`src/rtl/ad4003_pkg.sv`:
```
// Shared constants and types for the AD4003 acquisition chain.
// Holds the conversion width, the reader FSM states and the lane slicing helper.
package ad4003_pkg;

  localparam int AD4003_DATA_BITS = 18;

  typedef enum logic {
    RD_IDLE  = 1'b0,
    RD_SHIFT = 1'b1
  } rd_state_e;

  // Low bit index of a lane inside a packed multi-lane word.
  function automatic int lane_lo(input int lane, input int bits);
    return lane * bits;
  endfunction

endpackage

```
`src/rtl/ad4003_lane_shifter.sv`:
```
// One SDO lane: an MSB-first shift register, advanced while the reader FSM shifts.
module ad4003_lane_shifter #(
  parameter int DATA_BITS = 18
) (
  input  logic                 i_clk,
  input  logic                 i_rst_n,
  input  logic                 i_shift,
  input  logic                 i_sdo,
  output logic [DATA_BITS-1:0] o_shreg
);

  logic [DATA_BITS-1:0] r_shreg;

  always_ff @(posedge i_clk or negedge i_rst_n) begin
    if (!i_rst_n) begin
      r_shreg <= '0;
    end else if (i_shift) begin
      r_shreg <= {r_shreg[DATA_BITS-2:0], i_sdo};
    end
  end

  assign o_shreg = r_shreg;

endmodule

```
`src/rtl/ad4003_sdo_reader.sv`:
```
// Deserialises all AD4003 SDO lanes inside the reader-enable window and hands each
// complete frame off as one wide word over valid/ready, flagging bad and overrun frames.
module ad4003_sdo_reader
  import ad4003_pkg::*;
#(
  parameter int N_CH      = 48,
  parameter int DATA_BITS = AD4003_DATA_BITS,
  parameter int CNT_W     = 16
) (
  input  logic                      adc_read_clk,
  input  logic                      rst_n,
  input  logic                      reader_en_sync,
  input  logic [N_CH-1:0]           adc_sdo,
  output logic [N_CH*DATA_BITS-1:0] adc_data,
  output logic                      data_valid,
  input  logic                      data_ready,
  output logic [CNT_W-1:0]          frame_cnt,
  output logic [CNT_W-1:0]          overrun_cnt,
  output logic                      frame_err,
  input  logic                      err_clr
);

  localparam int                BC_W    = $clog2(DATA_BITS + 1);
  localparam logic [BC_W-1:0]   BC_FULL = BC_W'(DATA_BITS);

  logic [N_CH-1:0]           r_sdo_q;
  logic                      r_en_q;
  rd_state_e                 r_state;
  logic [BC_W-1:0]           r_bit_cnt;
  logic                      r_long;
  logic [N_CH*DATA_BITS-1:0] r_data;
  logic                      r_valid;
  logic [CNT_W-1:0]          r_frame_cnt;
  logic [CNT_W-1:0]          r_ovr_cnt;
  logic                      r_err;

  logic                      w_shift;
  logic                      w_end;
  logic                      w_good;
  logic                      w_bad;
  logic                      w_ovr;
  logic [N_CH*DATA_BITS-1:0] w_shreg;

  // Input stage: IOB flops keep enable and data aligned.
  always_ff @(posedge adc_read_clk or negedge rst_n) begin
    if (!rst_n) begin
      r_sdo_q <= '0;
      r_en_q  <= 1'b0;
    end else begin
      r_sdo_q <= adc_sdo;
      r_en_q  <= reader_en_sync;
    end
  end

  assign w_shift = r_en_q && ((r_state == RD_IDLE) || (r_bit_cnt < BC_FULL));
  assign w_end   = (r_state == RD_SHIFT) && !r_en_q;
  assign w_good  = w_end && (r_bit_cnt == BC_FULL) && !r_long;
  assign w_bad   = w_end && !w_good;
  assign w_ovr   = w_good && r_valid && !data_ready;

  for (genvar g = 0; g < N_CH; g++) begin : g_lane
    ad4003_lane_shifter #(
      .DATA_BITS(DATA_BITS)
    ) u_lane (
      .i_clk  (adc_read_clk),
      .i_rst_n(rst_n),
      .i_shift(w_shift),
      .i_sdo  (r_sdo_q[g]),
      .o_shreg(w_shreg[lane_lo(g, DATA_BITS) +: DATA_BITS])
    );
  end

  always_ff @(posedge adc_read_clk or negedge rst_n) begin
    if (!rst_n) begin
      r_state   <= RD_IDLE;
      r_bit_cnt <= '0;
      r_long    <= 1'b0;
    end else begin
      case (r_state)
        RD_IDLE: begin
          r_long <= 1'b0;
          if (r_en_q) begin
            r_bit_cnt <= BC_W'(1);
            r_state   <= RD_SHIFT;
          end else begin
            r_bit_cnt <= '0;
          end
        end
        RD_SHIFT: begin
          if (r_en_q) begin
            if (r_bit_cnt < BC_FULL) r_bit_cnt <= r_bit_cnt + 1'b1;
            else                     r_long    <= 1'b1;
          end else begin
            r_bit_cnt <= '0;
            r_long    <= 1'b0;
            r_state   <= RD_IDLE;
          end
        end
        default: r_state <= RD_IDLE;
      endcase
    end
  end

  // Hand-off: a latch in the same cycle as an accept keeps valid high without overrun.
  always_ff @(posedge adc_read_clk or negedge rst_n) begin
    if (!rst_n) begin
      r_data      <= '0;
      r_valid     <= 1'b0;
      r_frame_cnt <= '0;
      r_ovr_cnt   <= '0;
      r_err       <= 1'b0;
    end else begin
      if (w_good) begin
        r_data      <= w_shreg;
        r_valid     <= 1'b1;
        r_frame_cnt <= r_frame_cnt + 1'b1;
      end else if (r_valid && data_ready) begin
        r_valid <= 1'b0;
      end

      if (err_clr)                         r_ovr_cnt <= w_ovr ? CNT_W'(1) : '0;
      else if (w_ovr && (r_ovr_cnt != '1)) r_ovr_cnt <= r_ovr_cnt + 1'b1;

      if (w_bad)        r_err <= 1'b1;
      else if (err_clr) r_err <= 1'b0;
    end
  end

  assign adc_data    = r_data;
  assign data_valid  = r_valid;
  assign frame_cnt   = r_frame_cnt;
  assign overrun_cnt = r_ovr_cnt;
  assign frame_err   = r_err;

endmodule
```
`config.mk`:
```
export PLATFORM = sky130hd
export DESIGN_NAME = ad4003_sdo_reader
export DESIGN_NICKNAME = d
export VERILOG_FILES = /design/src/rtl/ad4003_pkg.sv /design/src/rtl/ad4003_lane_shifter.sv /design/src/rtl/ad4003_sdo_reader.sv
export SDC_FILE = /design/constraint.sdc
export NUM_CORES = 2
export LEC_CHECK = 0
export BUFFER_PORTS_ARGS = -buffer_cell sky130_fd_sc_hd__buf_4
export CORE_AREA = 2 2 372 374
export CTS_CLUSTER_DIAMETER = 60
export DETAILED_ROUTE_END_ITERATION = 6
export DIE_AREA = 0 0 374 376
export PLACE_DENSITY_LB_ADDON = 0.12
export REMOVE_ABC_BUFFERS = 1
export SETUP_SLACK_MARGIN = 0.2
export SYNTH_ARGS = -nofsm -noshare
export SYNTH_HDL_FRONTEND = slang
export SYNTH_HIERARCHICAL = 1
export SYNTH_SLANG_ARGS = --single-unit
```
`constraint.sdc`:
```
create_clock -name adc_read_clk -period 8.1 [get_ports adc_read_clk]
set_input_delay 1.62 -clock adc_read_clk [delete_from_list [all_inputs] [get_ports adc_read_clk]]
set_output_delay 1.62 -clock adc_read_clk [all_outputs]
set_load 0.02 [all_outputs]
```
# == After elaboration in Yosys (flattened, before gate mapping) ==
# Index checks and enable logic that the tools add are counted.
# totals
regBits,1818
input_bits,53
output_inout_bits,898
word_cells,99
# classes
n_addsub,3
order_cmp,1
n_eq_ne,4
mux,15
n_bitwise,1
reduce_logical,17
# ops
op,n
$add A16 B1 Y16 const B,2
$mux W16,2
$ne A16 B16 Y1 const B,1
$mux W5,2
$pmux W5 S2,1
$logic_and A1 B1 Y1,9
$mux W1,9
$reduce_bool A2 Y1,3
$add A5 B1 Y5 const B,1
$eq A5 B5 Y1 const B,1
$lt A5 B5 Y1 const B,1
$logic_not A1 Y1,4
$ne A3 B2 Y1 const B,1
$ne A3 B3 Y1 const B,1
$pmux W1 S2,1
$logic_or A1 B1 Y1,1
$not A1 Y1,1

# == Logic depth before layout (Yosys ltp) ==
# logic_depth
ltp_word,9
depth_mapped,11
mapped_depth_nobuf,7

# == Modules after synthesis ==
# The synthesis kept the hierarchy.
# by_module_without_submodules
mod,instances,cells_per_inst,area_per_inst_um2,seq_area_each_um2
ad4003_sdo_reader,1,3891,35419.0,23872.9
ad4003_lane_shifter,48,38,721.9,450.4

# == Worst setup path before layout ==
# Ideal clock, no wire load.
# synth_timing
kind,register to register
from,register r_bit_cnt[2]
to,register g_lane[0].u_lane.r_shreg[10]
arrival_time_ns,3.342
slack_ns,4.633
path_stages_with_launch,6
period_less_slack_ns,3.467
cell_sequence,dfrtp_1 o31ai_1 o21a_1 buf_6 buf_12 mux2_4
# synth_between
elab_chain_len,3
# synth_lines
element,line,text
"start, declared",ad4003_sdo_reader.sv:29,logic [BC_W-1:0] r_bit_cnt;
"start signal, assigned",ad4003_sdo_reader.sv:91,if (r_bit_cnt < BC_FULL) r_bit_cnt <= r_bit_cnt + 1'b1;
$lt A5 B5 Y1,ad4003_sdo_reader.sv:55,assign w_shift = r_en_q && ((r_state == RD_IDLE) || (r_bit_cnt < BC_FULL));
$logic_or A1 B1 Y1,ad4003_sdo_reader.sv:55,
$logic_and A1 B1 Y1,ad4003_sdo_reader.sv:55,
named net w_shift,ad4003_sdo_reader.sv:37,logic w_shift;
"end signal, assigned",ad4003_lane_shifter.sv:18,"r_shreg <= {r_shreg[DATA_BITS-2:0], i_sdo};"
"end, declared",ad4003_lane_shifter.sv:12,logic [DATA_BITS-1:0] r_shreg;
# The timed path passes the listed nets, and every way through them passes these cells.
# A chain may end at the register's enable or synchronous reset.

# == Worst setup path in the final report ==
# layout_timing
from,register r_bit_cnt[2]
to,register g_lane[17].u_lane.r_shreg[1]
# layout_between
elab_chain_len,3
# layout_lines
element,line
$lt A5 B5 Y1,ad4003_sdo_reader.sv:55
$logic_or A1 B1 Y1,ad4003_sdo_reader.sv:55
$logic_and A1 B1 Y1,ad4003_sdo_reader.sv:55
named net w_shift,ad4003_sdo_reader.sv:37
"end signal, assigned",ad4003_lane_shifter.sv:18
"end, declared",ad4003_lane_shifter.sv:12
# The timed path passes the listed nets, and every way through them passes these cells.

==> key figures <==
Setup path
  – Worst R2R Path Depth: 5
  – Crit path largest cell delay: ~0.9 ns
  – Reg2Reg Setup Slack: approximately 4.2 ns
  – Worst path slowest cell: buf_4
  – R2r startpoint: r_bit_cnt[2]
  – Critical path peak fanout: between 60 and 70
  – WS Path Type: flop to flop
  – Critical Path Sink Type: flop
  – Arr. time, crit path: ~4.5 ns
  – RR Endpoint: g_lane[17].u_lane/o_shreg[1]
  – Most common cell on crit path: buf_4
  – Worst setup startpoint: r_bit_cnt[2]
  – CP Launch Type: flop
  – Worst-path cell chain: o31ai_1 > o21a_4 > buf_4 > buf_4 > mux2_2
  – Critical Path RT: approximately 9 ns

Timing
  – Tmin final: between 3 and 4 ns
  – Slew Limit Fails: 0
  – Final Worst Setup Slack: between 4 and 5 ns
  – Setup_tns: 0 ns
  – Measured slew at the worst slew-check pin: around 1.2 ns
  – Max-slew headroom: about 18%
  – RSZ-0062 raised after global routing: no
  – FMAX: ~0.26 GHz
  – Clock skew: 0.0262 ns
  – Final setup violation count: 0
  – Final Hold Fails: 0
  – Final period util: 47.6%

Hold path
  – Worst hold path class: flop to flop
  – Hold Path Depth: 2
  – Hold Path End: adc_data[143]
  – Hold path start: g_lane[7].u_lane/o_shreg[17]

Power
  – Maximum vdd drop: 0.191 mV
  – Pwr/cell area: ~280 nW/um2
  – Leakage power: approximately 0.045 uW

CTS
  – Clock buffer depth: 3
  – # hold bufs at CTS: 0
  – CTS Sinks: between 1.5k and 2k
  – CTS tree: done
  – PostCTS Resize Cnt: 0
  – CTS clk-pin slew, worst paths: 0.06 ns
  – Root buffer cell: clkbuf_16
  – CTS Buf Count: between 150 and 200
  – H-Tree Depth: 4
  – Post-CTS Setup Repair Bufs: 0
  – Skew-Pair Late Insertion Delay: between 0.7 and 0.8 ns

Final layout
  – Final net count: 6,660
  – Commonest non-fill, non-tap cell in the layout: nand2_1
  – Commonest non-fill, non-tap cells in the layout: nand2_1 (2,608), dfrtp_1 (1,818), buf_4 (973)
  – P&R area growth vs syn: 19.6%
  – Fin util: between 60% and 70%
  – Final Instance Area: 83,800 um2
  – Share of post-route cells with drive strength above 1: 31.9%

Detailed routing
  – Drt wl/cell: around 20 um
  – 1st-pass router iterations: 5
  – Via count: 43.1k
  – Vias per inst: 5.05
  – Antenna-violating nets left: 0
  – DRT iter0 DRCs: around 3.0k
  – DRC viols: 0
  – Final wirelength: about 170,000 um

Yosys
  – Ys async rst share: 100%
  – Synth Flop Type: dfrtp_1
  – Synthesized area: between 70,000 and 80,000 um2
  – Yosys cell types: 43
  – Post-Synth XOR/XNOR Area: 0.312%
  – Yosys warns: 6
  – Sequential-to-total area share from yosys stat: 64.9%
  – EDFF count, synth: 0
  – Post-Synth Simple-Gate Area: 14.5%
  – Syn Inst Count: between 5k and 6k
  – Post-synthesis mux area share: around 17%
  – Flops & latches, synth: around 1.8k
  – Compound-gate portion of the synthesized area: less than 1%
  – Syn_area_per_cell: approximately 12 um2
  – Largest family of logic cells by synthesized area: multiplexers
  – Post-Synth Adder-Cell Area: less than 1%

Floorplan
  – Die area: about 140,000 um2
  – Cell Rows: about 140
  – Placeable Area: about 140,000 um2
  – Ports: around 950
  – Die width: roughly 370 um
  – Die Y: ~380 um
  – Starting Density: between 50 and 60%

GRT
  – Antenna violations before repair: 2
  – Grt total ovfl: 0
  – GRT Total Usage: approximately a quarter
  – First-pass GRT wire length: ~260,000 um
  – Largest net degree at the start of global routing: approximately 220
  – Vias in the first global route: 42.9k

Placement
  – I/O Buffers: 950
  – Placed cell areas: about 78,000 um2
  – HPWL after DPL: ~110,000 um
  – Pre-CTS setup slack: about 4.2 ns
  – Placer Congestion: 0.833

Outcome
  – Status: finished clean

Run
  – Max-cap violations: 0
[state kept, by name, indices dropped and copies added (netlist names)]
signal                 cells
adc_data                 864
data_valid                 1
frame_cnt                 16
frame_err                  1
g_lane.u_lane/o_shreg    864
overrun_cnt               16
r_bit_cnt                  5
r_en_q                     1
r_long                     1
r_sdo_q                   48
r_state                    1
[stage by stage]
step                      hold slack (ns)  power (uW)  std cells
after floorplan                     0.435       15000       5422
after global placement              0.446       15000       8208
after detailed placement            0.450       15200       8208
after CTS                           0.465       23800       8534
after global routing                0.482       24600       8535
final                               0.463       23600       8535
[cells in the mapped netlist (all sizes together) (2+ instances only)]
| cell | number | area [um2] |
|---|---|---|
| a21oi | 8 | 40.0 |
| xor2 | 4 | 35.0 |
| a211oi | 7 | 52.6 |
| dfrtp | 1818 | 45500 |
| a2111oi | 2 | 42.5 |
| nor2 | 22 | 85.1 |
| clkbuf | 118 | 443 |
| a31o | 2 | 17.5 |
| nand4 | 11 | 68.8 |
| nand3 | 11 | 55.1 |
| ha | 4 | 50.1 |
| and3 | 3 | 18.8 |
| nor2b | 5 | 31.3 |
| nand2b | 3 | 18.8 |
| xnor2 | 21 | 184 |
| nand2 | 2609 | 9800 |
| buf | 175 | 1890 |
| mux2 | 867 | 11600 |
| nor3 | 5 | 30.0 |
| inv | 6 | 22.5 |
[critical path: cells and delay by family, from the launching register on]
kind,cells,cell delay (ns)
multiplexers,1,0.42
AO/OA/AOI/OAI,2,1.23
flip-flops,1,0.45
buffers and inverters,2,1.53
[where the power goes]
group,switching [uW],internal (uW)
logic,692,2060
clock network,3500,5000
registers,1500,10800
total,5690,17900
[how the worst max path moves through the flow]
| stage | to | cells after the start |
|---|---|---|
| floorplan | g_lane[0].u_lane/o_shreg[0] | 3 |
| global placement | g_lane[45].u_lane/o_shreg[0] | 5 |
| detailed placement | g_lane[30].u_lane/o_shreg[0] | 5 |
| CTS | g_lane[31].u_lane/o_shreg[1] | 5 |
| global route | g_lane[41].u_lane/o_shreg[1] | 5 |
| finish | g_lane[17].u_lane/o_shreg[1] | 5 |
[kinds of logic (layout without fill, tap and decap cells)]
| family | after synthesis | after routing |
|---|---|---|
| other | 0 | 1 |
| XOR/XNOR | 25 | 25 |
| adder cells (fa/ha/maj) | 4 | 4 |
| AO/OA/AOI/OAI | 25 | 25 |
| AND/OR/NAND/NOR | 2676 | 2676 |
| buffers and inverters | 299 | 1324 |
| multiplexers | 868 | 868 |
| flip-flops | 1818 | 1818 |
[area by class of cell]
type                    count  area [um2]
diodes                      1        2.50
well taps                1794        2240
fillers                 11007       52800
repair buffers            992        7690
flip-flops and latches   1818       45500
inverters                   6        22.5
clock inverters            43         474
multi-input cells        3598       22200
clock buffers             283        5630
[per-layer routing]
| layer | global-route usage [%] | part of all wire, % | wire length, um | up-vias |
|---|---|---|---|---|
| li1 | - | - | - | 20033 |
| met1 | 31.3 | 42 | 71400 | 21776 |
| met2 | 36.9 | 47 | 79100 | 982 |
| met3 | 6.68 | 6.4 | 10800 | 303 |
| met4 | 11.8 | 5.0 | 8560 | 0 |
| met5 | 0 | 0 | 0 | - |
Note: power is estimated with default switching activity, not from simulation.
